**src/rtl/alu_pkg.sv**
```systemverilog
// Shared ALU definitions: operation encoding and execution-unit FSM states.
// Used by the execution unit and the ALU controller that produces the op code.
package alu_pkg;

    typedef enum logic [3:0] {
        OP_AND  = 4'b0000,
        OP_OR   = 4'b0001,
        OP_ADD  = 4'b0010,
        OP_JAL  = 4'b0011,
        OP_SLT  = 4'b0100,
        OP_XOR  = 4'b0101,
        OP_SUB  = 4'b0110,
        OP_JALR = 4'b0111,
        OP_BEQ  = 4'b1000,
        OP_BNE  = 4'b1001,
        OP_BLT  = 4'b1010,
        OP_BGE  = 4'b1011,
        OP_ILL  = 4'b1100,
        OP_SLL  = 4'b1101,
        OP_SRL  = 4'b1110,
        OP_SRA  = 4'b1111
    } alu_op_e;

    typedef enum logic [1:0] {
        ST_IDLE  = 2'b00,
        ST_SHIFT = 2'b01,
        ST_DONE  = 2'b10
    } alu_state_e;

    function automatic logic is_shift_op(input alu_op_e op);
        return (op == OP_SLL) || (op == OP_SRL) || (op == OP_SRA);
    endfunction

endpackage

```
**src/rtl/alu_comb_core.sv**
```systemverilog
// Purely combinational ALU: result, branch condition and illegal-op flag.
// Zero latency; no flow control of its own.
// Shifts here are full barrel shifts, used only for the zero-amount shortcut.
module alu_comb_core
    import alu_pkg::*;
#(
    parameter int DATA_WIDTH = 32,
    parameter int SHAMT_W    = 5
) (
    input  alu_op_e                 op,
    input  logic [DATA_WIDTH-1:0]   a,
    input  logic [DATA_WIDTH-1:0]   b,
    output logic [DATA_WIDTH-1:0]   result,
    output logic                    branch_taken,
    output logic                    illegal
);

    logic [DATA_WIDTH-1:0] sum;
    logic [DATA_WIDTH-1:0] diff;
    logic                  lt_s;
    logic [SHAMT_W-1:0]    shamt;

    assign sum   = a + b;
    assign diff  = a - b;
    assign lt_s  = $signed(a) < $signed(b);
    assign shamt = b[SHAMT_W-1:0];

    always_comb begin
        result       = '0;
        branch_taken = 1'b0;
        illegal      = 1'b0;
        case (op)
            OP_AND:  result = a & b;
            OP_OR:   result = a | b;
            OP_ADD:  result = sum;
            OP_JAL:  result = a + DATA_WIDTH'(4);
            OP_SLT:  result = {{(DATA_WIDTH-1){1'b0}}, lt_s};
            OP_XOR:  result = a ^ b;
            OP_SUB:  result = diff;
            OP_JALR: result = {sum[DATA_WIDTH-1:1], 1'b0};
            OP_BEQ:  branch_taken = (a == b);
            OP_BNE:  branch_taken = (a != b);
            OP_BLT:  branch_taken = lt_s;
            OP_BGE:  branch_taken = ~lt_s;
            OP_ILL:  illegal = 1'b1;
            OP_SLL:  result = a << shamt;
            OP_SRL:  result = a >> shamt;
            OP_SRA:  result = $unsigned($signed(a) >>> shamt);
            default: result = '0;
        endcase
    end

endmodule

```
**src/rtl/alu_exec_unit.sv**
```systemverilog
// ALU execution unit: single-cycle ops, bit-serial shifts (one position per cycle).
// Latency 1 cycle, or 1+N for a shift by N; in_ready only in IDLE, result held until out_ready.
// flush aborts anything in flight and blocks accept in the same cycle.
module alu_exec_unit
    import alu_pkg::*;
#(
    parameter int DATA_WIDTH = 32,
    parameter int SHAMT_W    = 5
) (
    input  logic                  clk,
    input  logic                  rst_n,
    input  logic                  in_valid,
    output logic                  in_ready,
    input  logic [3:0]            Operation,
    input  logic [DATA_WIDTH-1:0] SrcA,
    input  logic [DATA_WIDTH-1:0] SrcB,
    input  logic                  flush,
    output logic                  out_valid,
    input  logic                  out_ready,
    output logic [DATA_WIDTH-1:0] ALUResult,
    output logic                  BranchTaken,
    output logic                  IllegalOp
);

    alu_state_e            state, state_nxt;
    alu_op_e               op_in, op_q;
    logic [DATA_WIDTH-1:0] shreg, sh_step;
    logic [SHAMT_W-1:0]    cnt;
    logic [SHAMT_W-1:0]    shamt_in;
    logic [DATA_WIDTH-1:0] result_q, core_result;
    logic                  br_q, ill_q, core_br, core_ill;
    logic                  accept, start_shift, last_step;

    assign op_in       = alu_op_e'(Operation);
    assign shamt_in    = SrcB[SHAMT_W-1:0];
    assign in_ready    = (state == ST_IDLE);
    assign out_valid   = (state == ST_DONE);
    assign accept      = in_valid & in_ready & ~flush;
    assign start_shift = is_shift_op(op_in) && (shamt_in != '0);
    assign last_step   = (state == ST_SHIFT) && (cnt == SHAMT_W'(1));

    assign ALUResult   = result_q;
    assign BranchTaken = br_q;
    assign IllegalOp   = ill_q;

    alu_comb_core #(
        .DATA_WIDTH (DATA_WIDTH),
        .SHAMT_W    (SHAMT_W)
    ) u_core (
        .op           (op_in),
        .a            (SrcA),
        .b            (SrcB),
        .result       (core_result),
        .branch_taken (core_br),
        .illegal      (core_ill)
    );

    always_comb begin
        sh_step = {shreg[DATA_WIDTH-1], shreg[DATA_WIDTH-1:1]};
        case (op_q)
            OP_SLL:  sh_step = {shreg[DATA_WIDTH-2:0], 1'b0};
            OP_SRL:  sh_step = {1'b0, shreg[DATA_WIDTH-1:1]};
            default: sh_step = {shreg[DATA_WIDTH-1], shreg[DATA_WIDTH-1:1]};
        endcase
    end

    always_ff @(posedge clk or negedge rst_n) begin
        if (!rst_n) state <= ST_IDLE;
        else        state <= state_nxt;
    end

    always_comb begin
        state_nxt = state;
        if (flush) begin
            state_nxt = ST_IDLE;
        end else begin
            case (state)
                ST_IDLE:  if (accept) state_nxt = start_shift ? ST_SHIFT : ST_DONE;
                ST_SHIFT: if (last_step) state_nxt = ST_DONE;
                ST_DONE:  if (out_ready) state_nxt = ST_IDLE;
                default:  state_nxt = ST_IDLE;
            endcase
        end
    end

    // Result registers only move in IDLE/SHIFT, so outputs are frozen throughout DONE.
    always_ff @(posedge clk or negedge rst_n) begin
        if (!rst_n) begin
            op_q     <= OP_AND;
            shreg    <= '0;
            cnt      <= '0;
            result_q <= '0;
            br_q     <= 1'b0;
            ill_q    <= 1'b0;
        end else if (flush) begin
            cnt <= '0;
        end else if (state == ST_IDLE) begin
            if (accept) begin
                op_q <= op_in;
                if (start_shift) begin
                    shreg <= SrcA;
                    cnt   <= shamt_in;
                end else begin
                    result_q <= core_result;
                    br_q     <= core_br;
                    ill_q    <= core_ill;
                end
            end
        end else if (state == ST_SHIFT) begin
            shreg <= sh_step;
            cnt   <= cnt - SHAMT_W'(1);
            if (last_step) begin
                result_q <= sh_step;
                br_q     <= 1'b0;
                ill_q    <= 1'b0;
            end
        end
    end

endmodule

```
**config.mk**
```make
export PLATFORM = sky130hd
export DESIGN_NAME = alu_exec_unit
export DESIGN_NICKNAME = d
export VERILOG_FILES = /design/src/rtl/alu_pkg.sv /design/src/rtl/alu_comb_core.sv /design/src/rtl/alu_exec_unit.sv
export SDC_FILE = /design/constraint.sdc
export NUM_CORES = 1
export LEC_CHECK = 0
export ABC_AREA = 1
export CAP_MARGIN = 30
export CORE_MARGIN = 3
export CORE_UTILIZATION = 60
export DETAILED_ROUTE_END_ITERATION = 12
export PLACE_DENSITY_LB_ADDON = 0.1
export REMOVE_ABC_BUFFERS = 1
export SYNTH_ARGS = -nofsm -noshare
export SYNTH_HDL_FRONTEND = slang
export SYNTH_SLANG_ARGS = --single-unit
```
**constraint.sdc**
```tcl
create_clock -name clk -period 1.9 [get_ports clk]
set_input_delay 0.285 -clock clk [delete_from_list [all_inputs] [get_ports clk]]
set_output_delay 0.285 -clock clk [all_outputs]
set_load 0.02 [all_outputs]
```
==> run metrics, run 1 <==
I/O pins 109; gr usage total 0.935; RD Place Congestion 1.18; first-pass GRT wire length 200 mm; placed cell area 20500 sq um; placed cells 3747; row cnt 57; die span in x 165 um; Port-buffer cells 108; synth top area cells nand2_1, nand3_1, dfrtp_1, inv_1, ha_1; largest family of logic cells by synthesized area simple AND/OR/NAND/NOR gates; Synth Register Bits 77; ys flop type dfrtp_1; H-tree depth 3; CTS Buffer Depth 2; status stopped before the end; Die H 165 um; syn_area_per_cell 5.26 sq um; post-DP HPWL 62.8 mm; EDFF count, synth 0; Starting Density 0.615; Post-Synth Simple-Gate Area 0.501; area share of xor/xnor cells in the synthesized design 0.00464; CTS buffer count 9; total gr overflow 1302; part of the Yosys area used for sequential elements 0.128; post-synth top area share 0.221; pin count of the biggest net entering global routing 52; root buffer cell clkbuf_16; Post-Synth Adder-Cell Area 0.0856; Error [ERROR GRT-0116] Global routing finished with congestion. Check the congestion regions in the DRC Viewer.; vias in the first global route 33.5k; area leader, netlist nand2_1; Ys Warns 0; mux contribution to synthesized area 0; Synth async-reset ratio 1.00; Failed at 5_1_grt; TritonCTS Sinks 77; Post-Syn Area 15100 sq um; cell count after synthesis 2869; post-synthesis compound-gate area fraction 0.152; Synth cell types 48
[synth_stat cells, types with 2 or more instances]
cell / number
nand2_1: 889
nand3_1: 417
inv_1: 354
nor2_1: 311
o21ai_0: 178
a21oi_1: 133
ha_1: 100
dfrtp_1: 77
buf_2: 55
clkbuf_1: 51
nor3_1: 41
nand4_1: 40
a21boi_1: 17
o211ai_1: 17
o22ai_1: 17
or2_2: 17
inv_2: 15
nor2_2: 14
or2_0: 14
o21bai_1: 13
and2_1: 12
a31oi_1: 11
buf_1: 10
o21ai_1: 9
xor2_1: 6
nand2_2: 5
nand3b_1: 5
o2111ai_1: 5
buf_4: 4
nor4_1: 4
o221ai_1: 4
nor2_4: 3
a211oi_1: 2
a221oi_1: 2
and3_1: 2
fa_1: 2
xnor2_1: 2
[layer usage]
metal | track usage | GRT overflow
met1 | 0.867 | 49
met2 | 1.11 | 783
met3 | 0.784 | 47
met4 | 1.04 | 410
met5 | 0.564 | 13
[cells by family after synthesis]
logic type	after synthesis
adder cells (fa/ha/maj)	102
buffers and inverters	493
XOR/XNOR	8
AND/OR/NAND/NOR	1776
flip-flops	77
AO/OA/AOI/OAI	413
[per-stage QoR]
step	setup slack [ns]	util
after floorplan	-2.02	-
after global placement	-1.15	0.834
after detailed placement	-1.30	0.834
after CTS	-0.0256	0.959
[what timing repair did]
action,CTS
hold buffers,1
pin swaps,174
gates resized for setup,838
setup buffers,72
gates cloned,7
endpoints found under the setup margin,74
hold endpoints to repair,28
==> run 2: changes to the inputs <==
- CORE_UTILIZATION: 60 -> 40
- PLACE_DENSITY_LB_ADDON: 0.1 -> 0.15
==> run 2 against run 1 <==
Net effect:
- the flow now finishes, with violations (setup timing)
- synthesized area unchanged
- synthesized cell count is the same
==> run metrics, run 2 <==
status finished with violations; failing checks setup timing; unrepaired setup endpoints after global routing true; gr usage total 0.451; commonest non-fill, non-tap cell in the layout buf_4; drt first pass iters 8; Ys Warns 0; via count 24.8k; H-tree depth 3; TritonCTS Sinks 77; fraction of met1 tracks used by global routing 0.575; WL/cell 24.4 um; post-layout util 0.735; Max Freq 460 MHz; Clock transition at path regs 0.07 ns; Final Skew 0.0133 ns; die span in x 200 um; final hold vios 0; Nets 3817; cell count after synthesis 2869; Final Critical Period 2.18 ns; vias in the first global route 22.9k; Critical Path Max Stage Delay 0.48 ns; headroom to the max-slew limit 0.583; final setup violation count 27; Final Max Tran Viols 0; top post-synthesis cells by count nand2_1, nand3_1, inv_1; CTS Buffer Depth 2; Die H 200 um; crit start category input pin; row cnt 70; post-DP HPWL 74.1 mm; CP required 2.19 ns; Final Instance Area 27100 sq um; ANT nets after route 0; grt peak-use layer met2; first-pass GRT wire length 139 mm; RD Place Congestion 1.08; EDFF count, synth 0; placed cell area 21600 sq um; Clock Latency Late Sink 0.37 ns; part of the Yosys area used for sequential elements 0.128; Synth async-reset ratio 1.00; Port-buffer cells 108; Setup WS pre-CTS -1.61 ns; initial DRC count 3355; most frequent cells in the layout buf_4, nand2_1, nand3_1; max-cap viol count 0; Final period util 1.14; root buffer cell clkbuf_16; area leader, netlist nand2_1; leak pwr 0.0136 uW; Synth Register Bits 77; Synth cell types 48; VDD IR max 0.873 mV; CP Cell Sequence buf_6, buf_8, inv_16, nand2_1, nand3_1, nand2_1, inv_1, buf_4, nand4_1, nand3_1, a31oi_1, buf_4, nand3_4, nand2_2, a2bb2oi_2; hold crit path type in2async; setup TNS -1.46 ns; setup ws final -0.275 ns; CTS tree done; ys flop type dfrtp_1; Layout area overhead 79.5%; crit path DAT 2.46 ns; count leader, synth nand2_1; GR Util met3 0.103; syn_area_per_cell 5.26 sq um; final wirelength 101 mm; Std-Cell Core Area 36900 sq um; post-synth top area share 0.221; Slowest-stage cell, CP nand4_1; Starting Density 0.409; critical path type in2reg; Critical Path Fanout Max 24; crit path buf inv count 6; initial antenna violation count 6; CP delay by family, top simple AND/OR/NAND/NOR gates; post-DR vias/cell 5.97; I/O pins 109; total die area 40100 sq um; met2 GRT Util 0.671; CTS buffer count 9; Post-Syn Area 15100 sq um; fraction of layout cells with a size suffix above 1 0.466; synth top area cells nand2_1, nand3_1, dfrtp_1, inv_1, ha_1; pin count of the biggest net entering global routing 58; capturing element type of the critical path flip-flop; PD cells 568 nW/um^2; worst slew pin tran 0.623 ns; residual DRC count 0; total gr overflow 0
-- run 2: cell counts after synthesis --
Identical to the previous run, type by type.
-- run 2: per-layer routing --
layer  share of wire  vias to the layer above  wire [um]
met5         0.00064                        -         65
li1                -                    10900          -
met3            0.12                      607      12500
met4            0.10                       10      10100
met1            0.37                    11400      37100
met2            0.41                     1910      41400
-- run 2: final timing paths --
| path | cells past startpoint | slack (ns) | from | to |
|---|---|---|---|---|
| max in group asynchronous | 3 | 0.96 | rst_n | ALUResult[27]$_DFFE_PN0P_ |
| setup / recovery | 15 | -0.28 | SrcB[0] | ALUResult[3]$_DFFE_PN0P_ |
| hold reg to reg | 2 | 0.49 | shreg[27]$_DFFE_PN0P_ | shreg[27]$_DFFE_PN0P_ |
| setup reg to reg | 9 | 0.09 | cnt[1]$_DFFE_PN0P_ | ALUResult[27]$_DFFE_PN0P_ |
| min in group clk | 4 | 0.32 | Operation[0] | BranchTaken$_DFFE_PN0P_ |
| hold / removal | 2 | 0.31 | rst_n | shreg[20]$_DFFE_PN0P_ |
-- run 2: power breakdown --
group / switching [uW] / internal, uW / total (uW)
Combinational: 6170 / 4460 / 10600
Clock: 778 / 1050 / 1820
Sequential: 559 / 2390 / 2950
-- run 2: layout make-up --
| class | instances | area, sq um |
|---|---|---|
| tap | 504 | 631 |
| inverter | 371 | 1550 |
| clock inverter | 4 | 48.8 |
| clock buffer | 11 | 243 |
| fill | 2948 | 9790 |
| antenna | 2 | 5.00 |
| timing repair buffer | 884 | 7720 |
| sequential | 77 | 1930 |
| multi-input combinational | 2299 | 15000 |
-- run 2: logic make-up after synthesis --
logic type                 Yosys count  synth area share
AOI/OAI and AO/OA                  413             0.152
DFF                                 77             0.128
buffers and inverters              493             0.129
and+or+nand+nor                   1776             0.501
adders and majority gates          102            0.0856
xor gates and xnor gates             8           0.00464
-- run 2: what timing repair did --
| action | 4_1_cts | 5_1_grt |
|---|---|---|
| hold endpoints to repair | 11 | 0 |
| resized for setup | 946 | 631 |
| pin swaps | 195 | 245 |
| endpoints found under the setup margin | 74 | 43 |
| buffers inserted | 69 | 33 |
| gates cloned | 2 | 2 |
| hold buffers | 1 | 0 |
-- run 2: worst register-to-register path, cell delays in order, from the launching register on --
cell and delay (ns):
dfrtp_1 0.39, inv_2 0.08, ha_1 0.16, nand4_1 0.18, a21oi_4 0.31, inv_4 0.09, buf_12 0.16, buf_4 0.16
nor2_4 0.11, a21oi_2 0.06
-- run 2: metrics by stage --
stage | power, uW | cells | hold slack [ns]
global placement | 11100 | 4032 | 0.144
floorplan | 6790 | 2747 | -0.0106
global route | 16100 | 4151 | 0.322
detailed placement | 11200 | 4032 | 0.145
finish | 15400 | 4152 | 0.307
CTS | 14100 | 4116 | 0.309
No activity file was read; power rests on OpenSTA's default activity.
==> run 3: changes to the inputs <==
- CAP_MARGIN: 30 -> 15
==> results of run 3 <==
Final layout, timing and power as in run 2 (identical DEF).
==> RTL change: new RTL, settings of run 2 <==
Make the reset (`rst_n`) synchronous in 2 clocked blocks.
--- a/src/rtl/alu_exec_unit.sv
+++ b/src/rtl/alu_exec_unit.sv
@@ -65,5 +65,5 @@
     end
 
-    always_ff @(posedge clk or negedge rst_n) begin
+    always_ff @(posedge clk) begin
         if (!rst_n) state <= ST_IDLE;
         else        state <= state_nxt;
@@ -85,5 +85,5 @@
 
     // Result registers only move in IDLE/SHIFT, so outputs are frozen throughout DONE.
-    always_ff @(posedge clk or negedge rst_n) begin
+    always_ff @(posedge clk) begin
         if (!rst_n) begin
             op_q     <= OP_AND;
Behaviour: differs if rst_n is asserted again (counterexample within 4 cycles, from zero or initial values and one cycle with rst_n low); with rst_n held inactive, the same outputs for 4 cycles.
==> RTL change against run 2 <==
The run still ends with setup timing left; die area fell by 4.3%; routed wire length shrank 3.6%; count of clock-buffer cells in the layout decreased by 2; register-to-register slack got worse by 220 ps; fmax increased by 0.14%; combinational power down 34%; cell area shrank 5.3%; power is 31% lower; sequential cell count unchanged; synthesized area is 4.5% lower; non-clock buffer count is 9 lower; setup slack gained 3.1 ps; hold slack better by 25 ps; critical path type unchanged; critical endpoint is now ALUResult[14]; largest cell class unchanged; largest power group unchanged.
==> RTL change: results (changes against run 2) <==
timing:
  skew_ps: 10.75  # was 13.33 ps
  setup_tns_ps: -5129  # was -1459 ps
  setup_viol: 35  # was 27
  fin_ws_ps: -272.4  # was -275.5 ps
outcome:
  status: "complete, but fails checks"  # unchanged
  violations: "setup timing"  # unchanged
logic_synthesis:
  synth_common_cells: "nand2_1 (758), nand3_1 (390), nor2_1 (335), inv_1 (273), o21ai_0 (203)"  # was nand2_1 (889), nand3_1 (417), inv_1 (354), nor2_1 (311), o21ai_0 (178)
  synthAdderAreaFrac: 0.08956  # was 0.08556
  ys_seq_area_frac: 0.1069  # was 0.1277
  synthXorXnorAreaFrac: 0.003037  # was 0.004643
  synth-main-ff-cell: "dfxtp_1"  # was dfrtp_1
  syn_avg_cell_area_um2: 5.283  # was 5.260 um2
  synth_area_leaders: "nand2_1 (20%), nand3_1 (14%), dfxtp_1 (11%), nor2_1 (8.7%), ha_1 (8.7%)"  # was nand2_1 (22%), nand3_1 (14%), dfrtp_1 (13%), inv_1 (8.8%), ha_1 (8.3%)
  synth_compound_area_frac: 0.2001  # was 0.1523
power:
  p_comb_mw: 7.04  # was 10.6 mW
  internal-power_mw: 5.658  # was 7.892 mW
  p_leak_nw: 12.43  # was 13.60 nW
layout:
  drive_gt1_frac: 0.4557  # was 0.4663
  nFillCells: 2868  # was 2,948
  stdcell_count: 3943  # was 4,152
global_routing:
  grt_pass1_vias: 22830  # was 22.90k
  grt.total_usage: 0.4648  # was 0.4511
  antenna_found_initial: 0  # was 6
  grt_use_met2: 0.7159  # was 0.6713
place:
  dpl_cell_area_um2: 20400  # was 21,560 um2
  dpl_worst_slack_ps: -1370  # was -1612 ps
  globalplace.congestion: 1.063  # was 1.080
  placed_cells: 3798  # was 4,032
  hpwl_um: 71050  # was 74,070 um
drt:
  firstDrtPassIters: 7  # was 8
  wl_met2_um: 40990  # was 41,390 um
  wl_met1_um: 34830  # was 37,130 um
  drt_iter0_drc: 3743  # was 3,355
  wl_met3_um: 12310  # was 12,480 um
worst_setup_path:
  max_stage_delay_ps: 380  # was 480 ps
  timing.rr.start: "cnt[3]"  # was cnt[1]
  slowest_stage: "fa_2"  # was nand4_1
  critPathArrivalTime_ps: 2400  # was 2460 ps
RTL change: worst max-delay path by stage:
stage,endpoint
after floorplan,shreg[10]
after global placement,ALUResult[15]
final,ALUResult[14]
after detailed placement,ALUResult[15]
after global routing,ALUResult[30]
after CTS,ALUResult[16]
RTL change: what timing repair did:
item,4_1_cts,5_1_grt
gates cloned,6,7
pin swaps,224,184
resized for setup,994,385
setup endpoints to repair,73,67
setup buffers,87,39
RTL change: area by class of cell:
cell class,count,area (um2),share of cell area
Inverter,294,1204,0.04694
Clock buffer,9,225.2,0.008782
Multi-Input combinational cell,2223,14380,0.5609
Tap cell,455,569.3,0.02220
Timing Repair Buffer,875,7616,0.2970
Sequential cell,77,1541,0.06011
Clock inverter,7,85.08,0.003318
Antenna cell,1,2.502,0.00009758
Timing Repair inverter,2,17.52,0.0006831
